--- config.mk ---
export PLATFORM = sky130hd
export DESIGN_NAME = ysyx_22041412_irq_ctrl
export DESIGN_NICKNAME = d
export VERILOG_FILES = /design/src/rtl/ysyx_22041412_irq_ctrl.sv
export SDC_FILE = /design/constraint.sdc
export NUM_CORES = 1
export LEC_CHECK = 0
export CAP_MARGIN = 20
export CORE_MARGIN = 2
export CORE_UTILIZATION = 49
export CTS_BUF_LIST = sky130_fd_sc_hd__clkbuf_2
export DETAILED_ROUTE_END_ITERATION = 10
export GPL_TIMING_DRIVEN = 0
export PLACE_DENSITY = 0.83
export SKIP_CTS_REPAIR_TIMING = 1
export SLEW_MARGIN = 20
export SYNTH_ARGS = -nofsm -noshare
export SYNTH_HDL_FRONTEND = slang
export SYNTH_SLANG_ARGS = --single-unit
export TNS_END_PERCENT = 30
--- constraint.sdc ---
create_clock -name clk -period 4.6 [get_ports clk]
set_clock_uncertainty 0.1 [all_clocks]
set_input_delay 1.15 -clock clk [delete_from_list [all_inputs] [get_ports clk]]
set_output_delay 1.15 -clock clk [all_outputs]
set_load 0.02 [all_outputs]
--- src/rtl/ysyx_22041412_irq_ctrl.sv ---
// Machine-mode trap/interrupt controller.
// It holds mstatus/mie/mtvec/mepc/mcause/mip. It takes the timer interrupt or
// an ecall when an instruction retires, handles mret, and issues one fetch
// redirect per trap or return.
module ysyx_22041412_irq_ctrl #(
  parameter logic [63:0] MTVEC_RST = 64'h8000_0000
) (
  input  logic        clk,
  input  logic        rst,
  input  logic        mtip_i,
  input  logic        commit_valid_i,
  output logic        commit_ready_o,
  input  logic [63:0] commit_pc_i,
  input  logic [63:0] next_pc_i,
  input  logic        ecall_i,
  input  logic        mret_i,
  input  logic        csr_we_i,
  input  logic [11:0] csr_addr_i,
  input  logic [63:0] csr_wdata_i,
  output logic [63:0] csr_rdata_o,
  output logic        csr_illegal_o,
  output logic        redirect_valid_o,
  output logic [63:0] redirect_pc_o,
  input  logic        redirect_ready_i
);

  localparam logic [1:0] ST_IDLE = 2'd0;
  localparam logic [1:0] ST_TRAP = 2'd1;
  localparam logic [1:0] ST_RET  = 2'd2;

  // CSR table: index 0..5 = mstatus, mie, mtvec, mepc, mcause, mip
  localparam int NCSR = 6;
  localparam logic [NCSR*12-1:0] CSR_ADDR_TBL =
    {12'h344, 12'h342, 12'h341, 12'h305, 12'h304, 12'h300};
  localparam int CSR_MSTATUS = 0;
  localparam int CSR_MIE     = 1;
  localparam int CSR_MTVEC   = 2;
  localparam int CSR_MEPC    = 3;
  localparam int CSR_MCAUSE  = 4;

  // The low two PC bits are always zero in mtvec (direct mode) and mepc
  localparam logic [63:0] PC_MASK = ~64'd3;

  logic [1:0]  state_reg, state_next;
  logic        mie_reg, mie_next;      // mstatus.MIE
  logic        mpie_reg, mpie_next;    // mstatus.MPIE
  logic        mtie_reg, mtie_next;    // mie.MTIE
  logic        mtip_reg;               // mip.MTIP
  logic [63:0] mtvec_reg, mtvec_next;
  logic [63:0] mepc_reg, mepc_next;
  logic [63:0] mcause_reg, mcause_next;

  logic                  retire;
  logic                  pend;
  logic [NCSR-1:0]       csr_hit;
  logic [NCSR-1:0]       csr_wr;
  logic [NCSR-1:0][63:0] csr_val;
  logic [NCSR-1:0][63:0] csr_sel_val;

  assign commit_ready_o = (state_reg == ST_IDLE);
  assign retire         = commit_valid_i & commit_ready_o;
  assign pend           = mie_reg & mtie_reg & mtip_reg;

  // Architectural read views of each CSR
  assign csr_val[0] = {51'd0, 2'b11, 3'd0, mpie_reg, 3'd0, mie_reg, 3'd0};
  assign csr_val[1] = {56'd0, mtie_reg, 7'd0};
  assign csr_val[2] = mtvec_reg;
  assign csr_val[3] = mepc_reg;
  assign csr_val[4] = mcause_reg;
  assign csr_val[5] = {56'd0, mtip_reg, 7'd0};

  generate
    for (genvar gi = 0; gi < NCSR; gi++) begin : g_csr
      assign csr_hit[gi]     = (csr_addr_i == CSR_ADDR_TBL[gi*12 +: 12]);
      assign csr_wr[gi]      = retire & csr_we_i & csr_hit[gi];
      assign csr_sel_val[gi] = csr_hit[gi] ? csr_val[gi] : 64'd0;
    end
  endgenerate

  assign csr_illegal_o = ~|csr_hit;

  // One-hot OR-mux of the addressed CSR; unmapped addresses read zero
  always_comb begin
    csr_rdata_o = 64'd0;
    for (int i = 0; i < NCSR; i++) begin
      csr_rdata_o = csr_rdata_o | csr_sel_val[i];
    end
  end

  // The redirect target is a pure function of state so it stays stable while stalled
  always_comb begin
    redirect_valid_o = 1'b0;
    redirect_pc_o    = 64'd0;
    if (state_reg == ST_TRAP) begin
      redirect_valid_o = 1'b1;
      redirect_pc_o    = mtvec_reg & PC_MASK;
    end else if (state_reg == ST_RET) begin
      redirect_valid_o = 1'b1;
      redirect_pc_o    = mepc_reg;
    end
  end

  // Next-state: CSR write first, then trap/ecall/mret field updates override it
  always_comb begin
    state_next  = state_reg;
    mie_next    = mie_reg;
    mpie_next   = mpie_reg;
    mtie_next   = mtie_reg;
    mtvec_next  = mtvec_reg;
    mepc_next   = mepc_reg;
    mcause_next = mcause_reg;
    if (retire) begin
      if (csr_wr[CSR_MSTATUS]) begin
        mie_next  = csr_wdata_i[3];
        mpie_next = csr_wdata_i[7];
      end
      if (csr_wr[CSR_MIE])    mtie_next   = csr_wdata_i[7];
      if (csr_wr[CSR_MTVEC])  mtvec_next  = csr_wdata_i & PC_MASK;
      if (csr_wr[CSR_MEPC])   mepc_next   = csr_wdata_i & PC_MASK;
      if (csr_wr[CSR_MCAUSE]) mcause_next = csr_wdata_i;
      if (pend) begin
        // Interrupt: resume at the instruction after the one that retired
        mepc_next   = next_pc_i & PC_MASK;
        mcause_next = {1'b1, 63'd7};
        mpie_next   = mie_reg;
        mie_next    = 1'b0;
        state_next  = ST_TRAP;
      end else if (ecall_i) begin
        mepc_next   = commit_pc_i & PC_MASK;
        mcause_next = 64'd11;
        mpie_next   = mie_reg;
        mie_next    = 1'b0;
        state_next  = ST_TRAP;
      end else if (mret_i) begin
        mie_next    = mpie_reg;
        mpie_next   = 1'b1;
        state_next  = ST_RET;
      end
    end else if ((state_reg != ST_IDLE) && redirect_ready_i) begin
      state_next = ST_IDLE;
    end
  end

  // State and CSR registers; mip.MTIP samples the timer line every cycle
  always_ff @(posedge clk) begin
    if (rst) begin
      state_reg  <= ST_IDLE;
      mie_reg    <= 1'b0;
      mpie_reg   <= 1'b0;
      mtie_reg   <= 1'b0;
      mtip_reg   <= 1'b0;
      mtvec_reg  <= MTVEC_RST;
      mepc_reg   <= 64'd0;
      mcause_reg <= 64'd0;
    end else begin
      state_reg  <= state_next;
      mie_reg    <= mie_next;
      mpie_reg   <= mpie_next;
      mtie_reg   <= mtie_next;
      mtip_reg   <= mtip_i;
      mtvec_reg  <= mtvec_next;
      mepc_reg   <= mepc_next;
      mcause_reg <= mcause_next;
    end
  end

endmodule

# ---- Word level (Yosys, flattened, before mapping)
# Cells that the tools add are included.
dict set report classes {
  n_bitwise 14
  eq_ne 9
  reduce_logical 15
  n_mux 29
}
# cell count
set ops {}
lappend ops {{two-way mux 64 bit} 11}
lappend ops {{OR 64 bit} 2}
lappend ops {{equality test 12 x 10 -> 1 bit, second input constant} 6}
lappend ops {{OR 13 x 64 -> 64 bit} 1}
lappend ops {{OR 64 x 8 -> 64 bit} 1}
lappend ops {{two-way mux 8 bit} 2}
lappend ops {{two-way mux 13 bit} 1}
lappend ops {{OR 13 x 8 -> 13 bit} 1}
lappend ops {{AND reduction 2 bit} 6}
lappend ops {{two-way mux 1 bit} 10}
lappend ops {{two-way mux 2 bit} 5}
lappend ops {{bitwise AND 1 bit} 9}
lappend ops {{nonzero test 3 bit} 2}
lappend ops {{OR reduction 6 bit} 1}
lappend ops {{!= test 4 x 3 -> 1 bit, second input constant} 1}
lappend ops {{nonzero test 2 bit} 2}
lappend ops {{nonzero test 4 bit} 1}
lappend ops {{equality test 2 x 1 -> 1 bit, second input constant} 1}
lappend ops {{equality test 2 bit, second input constant} 1}
lappend ops {{logical NOT 2 bit} 1}
lappend ops {{logical AND 1 bit} 1}
lappend ops {{logical NOT 1 bit} 1}
dict set report word_totals {
  input_bits 212
  wordCells 75
  reg_bits 196
}

# ---- Longest topological paths before layout
dict set report logic_depth {
  word_depth 8
  depth_mapped 9
}

# ---- Worst setup path after synthesis
# No wires, ideal clock.
dict set report synth_path {
  path_type {input to output}
  start {in csr_addr_i[11]}
  end {out csr_rdata_o[3]}
  n_path_buf 2
  path_stages 6
  slack_ns 0.266
  arrival_time_ns 3.084
  path_cell_list {or4bb_1 > buf_2 > nor4_1 > clkbuf_1 > a22oi_1 > o21ai_0}
}
dict set report synth_between {
  elab_chain_len 7
  word_cells_on_any_way 13
  cone_classes {eq/ne: 4; mux: 4; bitwise: 5}
}
# item line_no
set synth_rtl {}
lappend synth_rtl {{start, declared} 18} ;# input logic [11:0] csr_addr_i,
lappend synth_rtl {{equality test 12 x 10 -> 1 bit} 74} ;# assign csr_hit[gi] = (csr_addr_i == CSR_ADDR_TBL[gi*12 +: 12]);
lappend synth_rtl {{two-way mux 13 bit} 76} ;# assign csr_sel_val[gi] = csr_hit[gi] ? csr_val[gi] : 64'd0;
lappend synth_rtl {{OR 13 x 8 -> 13 bit} 86} ;# csr_rdata_o = csr_rdata_o | csr_sel_val[i];
lappend synth_rtl {{OR 13 x 64 -> 64 bit} 86}
lappend synth_rtl {{OR 64 bit} 86}
lappend synth_rtl {{OR 64 bit (*)} 86}
lappend synth_rtl {{OR 64 x 8 -> 64 bit (*)} 86}
lappend synth_rtl {{end, declared} 20} ;# output logic [63:0] csr_rdata_o,
# Every way passes the cells marked *; elsewhere a longest branch is shown, timed or not.

# ---- Worst setup path in the final report
dict set report layout_path {
  start {in csr_addr_i[5]}
  end {out csr_rdata_o[54]}
}
dict set report layout_between {
  elab_chain_len 6
  word_cells_on_any_way 10
  cone_classes {eq/ne: 3; mux: 3; bitwise: 4}
}
# item line_no
set layout_rtl {}
lappend layout_rtl {{equality test 12 x 10 -> 1 bit} 74}
lappend layout_rtl {{two-way mux 64 bit} 76}
lappend layout_rtl {{OR 13 x 64 -> 64 bit} 86}
lappend layout_rtl {{OR 64 bit} 86}
lappend layout_rtl {{OR 64 bit (*)} 86}
lappend layout_rtl {{OR 64 x 8 -> 64 bit (*)} 86}
# Marks and branches as above.

==> out/qor.yml <==
rows: 55
die_h_um: 156.2
syn_area_mm2: 0.01135
synth-seq-cells: 194
finalWorstSetupSlack_ns: 0.01093
power.density_mw_per_mm2: 214.6
clock_latency_ns: 0.82
nNetsFinal: 2070
p_total_mw: 3.360
antenna_found_initial: 5
min_delay_worst_endpoint: "mtvec_reg[19]"
reg2reg_slack_ns: 1.21
dp_worst_setup_slack_ns: -1.453
grt_pass1_wl_um: 68340
worstRegToRegCells: 8
synthTopCellsByArea: "dfxtp_1 34%, nand2_1 16%, mux2_2 6.2%"
largest_reg_flops: 64
period_minus_slack_ns: 4.589
critPathLaunch: "csr_addr_i[5]"
cts_tree: "yes"
ir_drop_mv: 0.1356
critPathArrivalTime_ns: 3.34
track_usage_pct: 35.91
final_cell_area_mm2: 0.01566
hp-start: "mtvec_reg[19]"
slowest_stage: "or3_1"
place_congestion: 0.9503
grt_overflow_total: 0
async_flop_share_pct: 0
drive_gt1_share_pct: 12.47
io_pins: 343
synth_cells: 1484
whs_ns: 0.3887
synthXorXnorAreaFrac_pct: 0.07715
startpoint_type: "input port"
synth-compound-area-share_pct: 18.40
whs_path_depth: 2
worstReg2RegEnd: "mepc_reg[30]"
drtIter0Drc: 1714
synth_flop_cell: "dfxtp_1"
slew_headroom_pct: 21.26
routedWlPerCell_um: 21.78
end_kind: "primary output"
maxCapViolCount: 0
post-synth-top-area-fraction_pct: 34.21
cts-root-buf: "clkbuf_2"
finalMaxSlewViolations: 0
core_area_mm2: 0.02271
reg2reg_from: "mie_reg"
fin_cells: 2157
worst_slew_pin_slew_ns: 1.181
numPortBuffers: 335
die_area_mm2: 0.02440
synth_top_family_by_area: "simple AND/OR/NAND/NOR gates"
seq_area_frac_synth_pct: 34.21
grt_max_degree: 20
synth_cell_types: 53
criticalPathCategory: "input port to primary output"
antenna_left: 0
place_inst: 2107
dieWidth_um: 156.2
fillers: 1927
p_leak_nw: 6.702
cp_cell_sequence: "clkdlybuf4s50_1 > or3_1 > nor4_4 > buf_6 > buf_8 > a222oi_1 > inv_1 > clkbuf_2"
yosysWarnings: 0
htree_levels: 4
wl_um: 46980
ys_top_cells_by_count: "495 x nand2_1, 194 x dfxtp_1, 121 x clkbuf_1"
synth_fa_ha_area_share_pct: 0.3307
area_delta_synth_final_pct: 37.97
yosys.area_share.simple_pct: 27.88
grt_pass1_vias: 12618
period_share_pct: 99.76
setup_viol: 0
fmax_mhz: 217.9
synth_area_per_cell_um2: 7.650
hold_viol: 0
dp_hpwl_um: 33230
synth_top_area_cell: "dfxtp_1"
yosysMostFrequentCell: "nand2_1"
cp.required_ns: 3.35
crit_path_max_fanout: 10
placed_cell_area_mm2: 0.01511
start_util_pct: 49.99
cts_buffers: 17
status: "finished clean"
dr.pass1.iters: 8
cts.sinks: 194
vias: 13247
vias_per_cell: 6.141
hp-class: "flop to flop"
synth_edf_count: 0
synthMuxAreaShare_pct: 11.44
slowest_delay_ns: 0.51
drcViolationCount: 0
clockBufferDepth: 2
clkSlewWorstSetupHoldPaths_ns: 0.33
report_power, final:
group,switching [mW],total [mW],internal (mW)
logic,0.338,0.667,0.329
clock network,0.680,0.909,0.229
registers,0.0413,1.78,1.74
per-layer routing:
metal / share of wire, % / global-route usage, %
met3: 11 / 8.502
met1: 37 / 44.26
met4: 5.0 / 18.48
met5: 0.032 / 0
met2: 46 / 58.60
metrics by stage:
| stage | TNS, ns | util (%) |
|---|---|---|
| finish | 0 | 68.97 |
| global route | -0.1737 | 68.95 |
| CTS | -90.85 | 67.66 |
| detailed placement | -80.30 | 66.53 |
| global placement | -121.96 | 66.34 |
| floorplan | 0 | - |
critical path: cells and delay by family:
family / cells / cell delay [ns]
buf+inv: 5 / 1.19
simple gates: 2 / 0.88
compound gates: 1 / 0.12
logic make-up after synthesis:
| family | count (synthesis) |
|---|---|
| simple gates | 673 |
| compound gates | 280 |
| buf+inv | 210 |
| flops | 194 |
| mux | 122 |
| fa+ha+maj | 3 |
| other cells | 1 |
| xor+xnor | 1 |
worst max path at each step:
stage | end | slack (ns) | depth (start not counted)
final | csr_rdata_o[54] | 0.01 | 8
after CTS | csr_rdata_o[30] | -1.45 | 9
after floorplan | csr_rdata_o[3] | 0.27 | 6
after global routing | csr_rdata_o[29] | -0.02 | 8
after global placement | csr_rdata_o[30] | -2.03 | 8
after detailed placement | csr_rdata_o[30] | -1.45 | 9
layout by cell type (no fill, tap or decap), types with 4 or more instances in the layout:
master           instances
inv_6                    5
nor2_1                   5
buf_4                   21
nor3_1                   6
diode_2                  4
clkbuf_16                8
a222oi_1                58
buf_8                   10
a211oi_1                 5
dlymetal6s2s_1          17
inv_1                   61
mux2_2                  62
a21oi_1                 68
o21ai_0                 65
clkbuf_2                70
clkdlybuf4s50_1        262
nand2_1                495
mux2i_1                 60
a221o_1                 63
buf_2                   14
nand2b_1                65
nand4b_1                63
dfxtp_1                194
buf_6                   17
clkbuf_1                89
nor4_4                   5
buf_1                    7
and3_1                   4
nand3_1                  5
cell type report:
class                           instances  area [µm²]  area share [%]
Antenna cell                            4       10.01         0.06391
Buffer                                144       775.7           4.953
Clock buffer                           17       85.08          0.5432
Clock inverter                         15       172.7           1.102
Inverter                               61       229.0           1.462
Multi-Input combinational cell       1081        6680           42.65
Sequential cell                       194        3884           24.80
Tap cell                              285       356.6           2.277
Timing Repair Buffer                  356        3470           22.15
(Power assumes the default switching activity.)
